$ cat config.mk
export PLATFORM = sky130hd
export DESIGN_NAME = core_lsu
export DESIGN_NICKNAME = d
export VERILOG_FILES = /design/src/rtl/core_lsu_pkg.sv /design/src/rtl/core_lsu_align.sv /design/src/rtl/core_lsu.sv
export SDC_FILE = /design/constraint.sdc
export NUM_CORES = 1
export LEC_CHECK = 0
export ABC_AREA = 1
export ABC_CLOCK_PERIOD_IN_PS = 1900
export CORE_UTILIZATION = 37
export CTS_BUF_LIST = sky130_fd_sc_hd__clkbuf_8
export DETAILED_ROUTE_END_ITERATION = 8
export PLACE_DENSITY = 0.72
export SLEW_MARGIN = 0
export SYNTH_ARGS = -nofsm -noshare
export SYNTH_HDL_FRONTEND = slang
export SYNTH_SLANG_ARGS = --single-unit
$ cat constraint.sdc
create_clock -name clk -period 1.9 [get_ports clk]
set_clock_uncertainty 0.15 [all_clocks]
set_input_delay 0.38 -clock clk [delete_from_list [all_inputs] [get_ports clk]]
set_output_delay 0.38 -clock clk [all_outputs]
set_load 0.1 [all_outputs]
$ cat src/rtl/core_lsu_pkg.sv
// core_lsu_pkg: state encoding, funct3 access-size codes and the access byte-count
// helper shared by the load/store unit and its alignment datapath.
package core_lsu_pkg;

  typedef enum logic [1:0] {
    IDLE = 2'd0,
    BUS  = 2'd1,
    RESP = 2'd2
  } lsu_state_t;

  localparam logic [2:0] LSU_SZ_B  = 3'b000;
  localparam logic [2:0] LSU_SZ_H  = 3'b001;
  localparam logic [2:0] LSU_SZ_W  = 3'b010;
  localparam logic [2:0] LSU_SZ_D  = 3'b011;
  localparam logic [2:0] LSU_SZ_BU = 3'b100;
  localparam logic [2:0] LSU_SZ_HU = 3'b101;
  localparam logic [2:0] LSU_SZ_WU = 3'b110;

  function automatic logic [3:0] lsu_bytes(input logic [2:0] size);
    case (size)
      LSU_SZ_B, LSU_SZ_BU: lsu_bytes = 4'd1;
      LSU_SZ_H, LSU_SZ_HU: lsu_bytes = 4'd2;
      LSU_SZ_W, LSU_SZ_WU: lsu_bytes = 4'd4;
      default:             lsu_bytes = 4'd8;
    endcase
  endfunction

endpackage

$ cat src/rtl/core_lsu_align.sv
// core_lsu_align: combinational byte-lane logic -- request fault check, byte enables,
// store lane shift, and load extract with sign/zero extension.
module core_lsu_align
  import core_lsu_pkg::*;
#(
  parameter int XLEN = 32
) (
  input  logic [2:0]                req_size,
  input  logic                      req_we,
  input  logic [$clog2(XLEN/8)-1:0] req_off,
  input  logic [XLEN-1:0]           req_wdata,
  input  logic [2:0]                ld_size,
  input  logic [$clog2(XLEN/8)-1:0] ld_off,
  input  logic [XLEN-1:0]           mem_rdata,
  output logic                      req_fault,
  output logic [XLEN/8-1:0]         st_be,
  output logic [XLEN-1:0]           st_wdata,
  output logic [XLEN-1:0]           ld_data
);

  localparam int BW    = XLEN / 8;
  localparam int OFF_W = $clog2(BW);

  logic            illegal;
  logic            misal;
  logic [7:0]      mask8;
  logic [XLEN-1:0] shifted;

  always_comb begin
    illegal   = (req_size == 3'b111) || (req_we && req_size[2]) ||
                ((XLEN == 32) && ((req_size == LSU_SZ_D) || (req_size == LSU_SZ_WU)));
    misal     = |(req_off & OFF_W'(lsu_bytes(req_size) - 4'd1));
    req_fault = illegal || misal;
  end

  always_comb begin
    case (req_size[1:0])
      2'b00:   mask8 = 8'h01;
      2'b01:   mask8 = 8'h03;
      2'b10:   mask8 = 8'h0F;
      default: mask8 = 8'hFF;
    endcase
    st_be    = BW'(mask8) << req_off;
    st_wdata = req_wdata << {req_off, 3'b000};
  end

  // Size casts of a $signed operand sign-extend, which covers W at both XLEN values.
  always_comb begin
    shifted = mem_rdata >> {ld_off, 3'b000};
    case (ld_size[1:0])
      2'b00: begin
        if (ld_size[2]) ld_data = XLEN'(shifted[7:0]);
        else            ld_data = XLEN'($signed(shifted[7:0]));
      end
      2'b01: begin
        if (ld_size[2]) ld_data = XLEN'(shifted[15:0]);
        else            ld_data = XLEN'($signed(shifted[15:0]));
      end
      2'b10: begin
        if (ld_size[2]) ld_data = XLEN'(shifted[31:0]);
        else            ld_data = XLEN'($signed(shifted[31:0]));
      end
      default: ld_data = shifted;
    endcase
  end

endmodule

$ cat src/rtl/core_lsu.sv
// core_lsu: request/acknowledge load/store unit with wait-state tolerance and fault reporting.
// Optional bus timeout is enabled by defining CORE_LSU_TIMEOUT_EN.
module core_lsu
  import core_lsu_pkg::*;
#(
  parameter int XLEN        = 32,
  parameter int ADDR_W      = 32,
  parameter int TIMEOUT_CYC = 255
) (
  input  logic              clk,
  input  logic              rst,
  input  logic              req_valid,
  output logic              req_ready,
  input  logic              req_we,
  input  logic [2:0]        req_size,
  input  logic [ADDR_W-1:0] req_addr,
  input  logic [XLEN-1:0]   req_wdata,
  input  logic [4:0]        req_rd,
  output logic              resp_valid,
  output logic [4:0]        resp_rd,
  output logic [XLEN-1:0]   resp_rdata,
  output logic              resp_err,
  output logic              busy,
  output logic              mem_req,
  output logic              mem_we,
  output logic [XLEN/8-1:0] mem_be,
  output logic [ADDR_W-1:0] mem_addr,
  output logic [XLEN-1:0]   mem_wdata,
  input  logic              mem_ack,
  input  logic [XLEN-1:0]   mem_rdata
);

  localparam int BW    = XLEN / 8;
  localparam int OFF_W = $clog2(BW);

  lsu_state_t        state_q, state_d;
  logic              mem_we_q, mem_we_d;
  logic [BW-1:0]     mem_be_q, mem_be_d;
  logic [ADDR_W-1:0] mem_addr_q, mem_addr_d;
  logic [XLEN-1:0]   mem_wdata_q, mem_wdata_d;
  logic [2:0]        size_q, size_d;
  logic [OFF_W-1:0]  off_q, off_d;
  logic [4:0]        rd_q, rd_d;
  logic [4:0]        resp_rd_q, resp_rd_d;
  logic [XLEN-1:0]   resp_rdata_q, resp_rdata_d;
  logic              resp_err_q, resp_err_d;

  logic              accept;
  logic              req_fault;
  logic              timeout;
  logic [BW-1:0]     al_be;
  logic [XLEN-1:0]   al_wdata;
  logic [XLEN-1:0]   al_ld;

  core_lsu_align #(
    .XLEN(XLEN)
  ) u_align (
    .req_size (req_size),
    .req_we   (req_we),
    .req_off  (req_addr[OFF_W-1:0]),
    .req_wdata(req_wdata),
    .ld_size  (size_q),
    .ld_off   (off_q),
    .mem_rdata(mem_rdata),
    .req_fault(req_fault),
    .st_be    (al_be),
    .st_wdata (al_wdata),
    .ld_data  (al_ld)
  );

  assign req_ready  = (state_q == IDLE) || (state_q == RESP);
  assign accept     = req_valid && req_ready;
  assign resp_valid = (state_q == RESP);
  assign mem_req    = (state_q == BUS);
  assign busy       = (state_q == BUS) || (req_valid && !req_ready);

  assign mem_we     = mem_we_q;
  assign mem_be     = mem_be_q;
  assign mem_addr   = mem_addr_q;
  assign mem_wdata  = mem_wdata_q;
  assign resp_rd    = resp_rd_q;
  assign resp_rdata = resp_rdata_q;
  assign resp_err   = resp_err_q;

`ifdef CORE_LSU_TIMEOUT_EN
  localparam int CNT_W = ($clog2(TIMEOUT_CYC + 1) > 8) ? $clog2(TIMEOUT_CYC + 1) : 8;

  logic [CNT_W-1:0] cnt_q, cnt_d;

  always_comb begin
    cnt_d = cnt_q;
    if (accept)                cnt_d = '0;
    else if (state_q == BUS)   cnt_d = cnt_q + 1'b1;
  end

  // Fires on the last permitted BUS cycle so mem_req is high for exactly TIMEOUT_CYC cycles.
  assign timeout = (state_q == BUS) && (cnt_q == CNT_W'(TIMEOUT_CYC - 1));

  always_ff @(posedge clk) begin
    if (rst) cnt_q <= '0;
    else     cnt_q <= cnt_d;
  end
`else
  logic unused_timeout_cfg;
  assign unused_timeout_cfg = (TIMEOUT_CYC != 0);
  assign timeout            = 1'b0;
`endif

  always_comb begin
    state_d      = state_q;
    mem_we_d     = mem_we_q;
    mem_be_d     = mem_be_q;
    mem_addr_d   = mem_addr_q;
    mem_wdata_d  = mem_wdata_q;
    size_d       = size_q;
    off_d        = off_q;
    rd_d         = rd_q;
    resp_rd_d    = resp_rd_q;
    resp_rdata_d = resp_rdata_q;
    resp_err_d   = resp_err_q;
    case (state_q)
      IDLE, RESP: begin
        if (accept) begin
          size_d = req_size;
          off_d  = req_addr[OFF_W-1:0];
          rd_d   = req_rd;
          if (req_fault) begin
            state_d      = RESP;
            resp_rd_d    = req_rd;
            resp_rdata_d = '0;
            resp_err_d   = 1'b1;
          end else begin
            state_d     = BUS;
            mem_we_d    = req_we;
            mem_be_d    = al_be;
            mem_addr_d  = {req_addr[ADDR_W-1:OFF_W], {OFF_W{1'b0}}};
            mem_wdata_d = al_wdata;
          end
        end else begin
          state_d = IDLE;
        end
      end
      BUS: begin
        if (mem_ack) begin
          state_d      = RESP;
          resp_rd_d    = rd_q;
          resp_rdata_d = mem_we_q ? '0 : al_ld;
          resp_err_d   = 1'b0;
        end else if (timeout) begin
          state_d      = RESP;
          resp_rd_d    = rd_q;
          resp_rdata_d = '0;
          resp_err_d   = 1'b1;
        end
      end
      default: state_d = IDLE;
    endcase
  end

  always_ff @(posedge clk) begin
    if (rst) begin
      state_q      <= IDLE;
      mem_we_q     <= 1'b0;
      mem_be_q     <= '0;
      mem_addr_q   <= '0;
      mem_wdata_q  <= '0;
      resp_rd_q    <= '0;
      resp_rdata_q <= '0;
      resp_err_q   <= 1'b0;
    end else begin
      state_q      <= state_d;
      mem_we_q     <= mem_we_d;
      mem_be_q     <= mem_be_d;
      mem_addr_q   <= mem_addr_d;
      mem_wdata_q  <= mem_wdata_d;
      resp_rd_q    <= resp_rd_d;
      resp_rdata_q <= resp_rdata_d;
      resp_err_q   <= resp_err_d;
    end
  end

  // Latched request attributes are only consulted while an access is live.
  always_ff @(posedge clk) begin
    size_q <= size_d;
    off_q  <= off_d;
    rd_q   <= rd_d;
  end

endmodule

Word-level counts from Yosys, hierarchy flattened
Index checks and enable logic that the tools add are counted.
{"block": "classes", "add_sub_neg": 1, "eq_ne": 15, "shift": 3, "n_mux": 22, "bitwise": 2, "n_reduce_logical": 23}
{"operator": "$mux 32", "count": 6}
{"operator": "$pmux 32 s2", "count": 2}
{"operator": "$shl 32x5->32", "count": 1}
{"operator": "$shr 32x5->32", "count": 1}
{"operator": "$mux 5", "count": 3}
{"operator": "$eq 3x3->1 const B", "count": 4}
{"operator": "$pmux 4 s3", "count": 1}
{"operator": "$pmux 5 s2", "count": 1}
{"operator": "$reduce_or 2->1", "count": 5}
{"operator": "$eq 2x1->1 const B", "count": 3}
{"operator": "$eq 3x2->1 const B", "count": 2}
{"operator": "$logic_not 2->1", "count": 3}
{"operator": "$logic_or 1x1->1", "count": 6}
{"operator": "$mux 2", "count": 3}
{"operator": "$pmux 2 s3", "count": 1}
{"operator": "$eq 2x2->1 const B", "count": 2}
{"operator": "$ne 2x2->1 const B", "count": 2}
{"operator": "$pmux 2 s2", "count": 1}
{"operator": "$reduce_and 4->1", "count": 1}
{"operator": "$shl 4x2->4", "count": 1}
{"operator": "$eq 3x1->1 const B", "count": 1}
{"operator": "$logic_and 1x1->1", "count": 3}
{"operator": "$logic_not 3->1", "count": 1}
{"operator": "$mux 1", "count": 3}
{"operator": "other kinds (9)", "count": 9}
{"block": "totals", "reg_bits": 117, "in_bits": 109, "out_inout_bits": 111, "word_cells": 77}

Logic depth before layout (Yosys ltp)
{"block": "logic_depth", "word_depth": 10, "ltp_mapped": 12, "ltp_nobuf": 10}

Cells and area by module
Synthesis repeated with hierarchy kept, for this count alone.
{"block": "hier_totals", "hier_cells": 931, "hier_area_um2": 6124.6}
{"module": "core_lsu", "n_inst": 1, "cells_per_inst": 657, "area_each_um2": 4800.9, "seq_area_each_um2": 2442.3}
{"module": "core_lsu_align", "n_inst": 1, "cells_per_inst": 274, "area_each_um2": 1323.8, "seq_area_each_um2": 0.0}

Least setup slack after synthesis
OpenSTA, ideal clock, no wires.
{"block": "synth_path", "kind": "register -> output", "from": "register state_q[0]", "to": "output port busy", "t_arrival_ps": 2401, "t_required_ps": 1370, "path_slack_ps": -1031, "path_stages_with_launch": 3, "n_path_buf": 0, "path_cell_list": "dfxtp_1 -> inv_1 -> a21oi_1"}
{"block": "synth_between", "elab_chain_cells": 5, "word_cells_on_any_way": 7, "cone_classes": "eq/ne (2); reduce/logical (5)"}
{"element": "start, declared", "line": "core_lsu.sv:36", "rtl": "lsu_state_t state_q, state_d;"}
{"element": "start signal, assigned", "line": "core_lsu.sv:171", "rtl": "state_q <= state_d;"}
{"element": "$eq 2x2->1 / $logic_not 2->1 (equally long branches)", "line": "core_lsu.sv:71", "rtl": "assign req_ready = (state_q == IDLE) || (state_q == RESP);"}
{"element": "$logic_or 1x1->1 (*)", "line": "core_lsu.sv:71"}
{"element": "named net req_ready", "line": "core_lsu.sv:13", "rtl": "output logic req_ready,"}
{"element": "$logic_not 1->1 (*)", "line": "core_lsu.sv:75", "rtl": "assign busy = (state_q == BUS) || (req_valid && !req_ready);"}
{"element": "$logic_and 1x1->1 (*)", "line": "core_lsu.sv:75"}
{"element": "$logic_or 1x1->1 (*)", "line": "core_lsu.sv:75"}
{"element": "end, declared", "line": "core_lsu.sv:23", "rtl": "output logic busy,"}
Mark *: on every way through the listed nets, which the timed path passes. The rest lies on a longest branch.

Final worst setup path
{"block": "layout_path", "from": "register state_q[1]", "to": "output port mem_req"}
{"block": "layout_between", "elab_chain_cells": 1}
{"element": "$eq 2x1->1", "line": "core_lsu.sv:74", "rtl": "assign mem_req = (state_q == BUS);"}
{"element": "end, declared", "line": "core_lsu.sv:24", "rtl": "output logic mem_req,"}
No other way between the ends.

==> flow_metrics.env <==
export IMPL_status="finished clean"
export IMPL_drive_above_1_share=0.222
export IMPL_drt_initial_drc_count=570
export IMPL_syn_area_um2=5810
export IMPL_power_density_nw_per_um2=690
export IMPL_cts_buffers=17
export IMPL_ctsHoldBuffers=0
export IMPL_nets=1151
export IMPL_cts_tree="yes"
export IMPL_diodes=0
export IMPL_placed_cells=1230
export IMPL_crit_chain="inv_1 > nand2_4 > inv_4 > buf_12"
export IMPL_fin_crit_sh=0.955
export IMPL_drc=0
export IMPL_avgSynthCellArea_um2=7.05
export IMPL_ys_seq_elements=117
export IMPL_required_ns=1.37
export IMPL_final_cells=1265
export IMPL_gp_congestion=0.895
export IMPL_clk_pin_slew_ns=0.08
export IMPL_synthToLayoutAreaGrowth_pct=72.9
export IMPL_fin_crit_ns=1.82
export IMPL_grt_pass1_vias=6314
export IMPL_hp_class="input pin to register"
export IMPL_cp_start_kind="register"
export IMPL_path_delay_family="buffers and inverters"
export IMPL_drt_pass1_iter_count=7
export IMPL_crit_path_max_incr_delay_ns=0.34
export IMPL_place_port_buffers=217
export IMPL_synth_top_area_frac=0.369
export IMPL_dp_hpwl_um=14100
export IMPL_yosysSeqAreaShare=0.420
export IMPL_vias=6682
export IMPL_peakVddDrop_mv=0.654
export IMPL_nFillCells=1245
export IMPL_fp_dieH_um=127
export IMPL_num_rows=45
export IMPL_yosysWarnings=0
export IMPL_critPathMaxFanout=8
export IMPL_yosys_area_top_type="dfxtp_1"
export IMPL_report_final_hold_viol_count=0
export IMPL_start_util=0.381
export IMPL_slowest_stage="dfxtp_1"
export IMPL_multi_input_area_um2=2920
export IMPL_routed_wirelength_um=20100
export IMPL_antenna_left=0
export IMPL_holdWs_ns=0.107
export IMPL_seq_area_um2=2450
export IMPL_fmax_mhz=551
export IMPL_grt_setup_unrepaired="true"
export IMPL_power_leakage_uw=0.00389
export IMPL_synth_cells=824
export IMPL_dieArea_um2=16200
export IMPL_dieWidth_um=127
export IMPL_crit_buf_inv=3
export IMPL_clk_latency_ns=0.43
export IMPL_max_cap_violations=0
export IMPL_power_uw=6930
export IMPL_antenna_found_initial=0
export IMPL_cp_end_kind="output pin"
export IMPL_setup_viol=0
export IMPL_htreeDepth=4
export IMPL_grt_pass1_wl_um=32000
export IMPL_clock_sinks=117
export IMPL_ys_top_cells_by_area="dfxtp_1, nand2_1, a21oi_1, nand3_1, nand4_1"
export IMPL_pin_count=220
export IMPL_detail_route_vias_per_cell=5.28
export IMPL_grt_use_total=0.252
export IMPL_core_area_um2=15300
export IMPL_wl_per_cell_um=15.9
export IMPL_critical_path_class="register to output pin"
export IMPL_critPathArrivalTime_ns=1.29
export IMPL_overflow=0
export IMPL_cts_buffer_depth=2
export IMPL_synth_distinct_cells=29
export IMPL_drv_slew=0
export IMPL_grt_max_degree=61
export IMPL_cts_root_buf="clkbuf_8"
## sequential cells by signal, indices dropped and copies added, names as in the netlist
name and flops:
mem_addr 30, mem_be 4, mem_wdata 32, mem_we 1
off_q 2, rd_q 5, resp_err 1, resp_rd 5
resp_rdata 32, size_q 3, state_q 2
## cells by family (layout without fill, tap and decap cells)
group | Yosys count | in the layout | share of synthesized area
DFF | 117 | 117 | 0.420
other | 1 | 2 | 0.000646
adders and majority gates | 1 | 1 | 0.00215
and+or+nand+nor | 417 | 417 | 0.329
AOI/OAI and AO/OA | 174 | 174 | 0.157
buffers and inverters | 114 | 343 | 0.0905
## per-layer routing
metal,GRT usage,part of all wire,up-vias
met1,0.293,0.39,3059
met5,0,0,-
met4,0.104,0.026,0
li1,-,-,3262
met2,0.422,0.48,322
met3,0.0850,0.10,39
## Yosys cell counts
master / instances
a21oi_1: 125
a31oi_1: 1
and2_1: 1
buf_2: 18
buf_4: 6
buf_6: 7
clkbuf_1: 48
conb_1: 1
dfxtp_1: 107
edfxtp_1: 10
ha_1: 1
inv_1: 26
inv_2: 9
nand2_1: 197
nand2_2: 5
nand3_1: 96
nand3_2: 3
nand4_1: 60
nor2_1: 37
nor2_2: 2
nor3_1: 9
nor3b_1: 6
o211ai_1: 6
o21ai_0: 30
o21ai_2: 1
o21bai_1: 1
o22ai_1: 3
o31ai_1: 7
or2_2: 1
## final timing paths
path / slack, ns / startpoint / cells past startpoint / end
setup reg to reg: 0.15 / state_q[1]$_SDFFE_PP0P_ / 8 / resp_rdata[1]$_SDFFE_PP0P_
hold reg to reg: 0.35 / mem_wdata[4]$_SDFFE_PP0P_ / 2 / mem_wdata[4]$_SDFFE_PP0P_
hold / removal: 0.11 / rst / 2 / resp_rd[0]$_SDFFE_PP0P_
setup / recovery: 0.08 / state_q[1]$_SDFFE_PP0P_ / 4 / mem_req
## layout by cell type (no fill, tap or decap), drive strengths merged, types with 9 or more instances in the layout
cell type / netlist / routed
clkbuf: 48 / 19
nand3: 99 / 99
edfxtp: 10 / 10
o21ai: 31 / 31
clkdlybuf4s50: 0 / 105
nor3: 9 / 9
nand4: 60 / 60
nor2: 39 / 39
buf: 31 / 169
dfxtp: 107 / 107
inv: 35 / 38
nand2: 202 / 202
a21oi: 125 / 125
## report_power, final
group	switching [µW]	leakage [µW]	internal, µW
sequential	80.3	0.000965	2570
clock	1110	0.000203	1250
combinational	1160	0.00273	763
## per-stage QoR
stage / worst slack, ns / area [µm²] / utilization / TNS (ns)
finish: 0.0847 / 10000 / 0.658 / 0
global route: -0.00849 / 10000 / 0.658 / -0.0230
CTS: 0.0165 / 10000 / 0.657 / 0
detailed placement: -0.649 / 9550 / 0.626 / -61.92
global placement: -0.562 / 9550 / 0.626 / -54.01
floorplan: -0.154 / 5850 / - / -0.155
## repair_timing
| action | 4_1_cts | 5_1_grt |
|---|---|---|
| resized for setup | 11 | 8 |
| setup buffers | 2 | 0 |
| cloned | 1 | 0 |
| endpoints found under the setup margin | 107 | 23 |
| endpoints found under the hold margin | 0 | 0 |
| pin swaps | 3 | 4 |
## final cells by class
type,instances,share of cell area
clock buffers,19,0.0260
clock inverters,13,0.0147
inverters,35,0.0136
multi-input cells,594,0.291
flip-flops and latches,117,0.244
well taps,211,0.0263
repair buffers,276,0.385
Note: power is estimated with default switching activity, not from simulation.
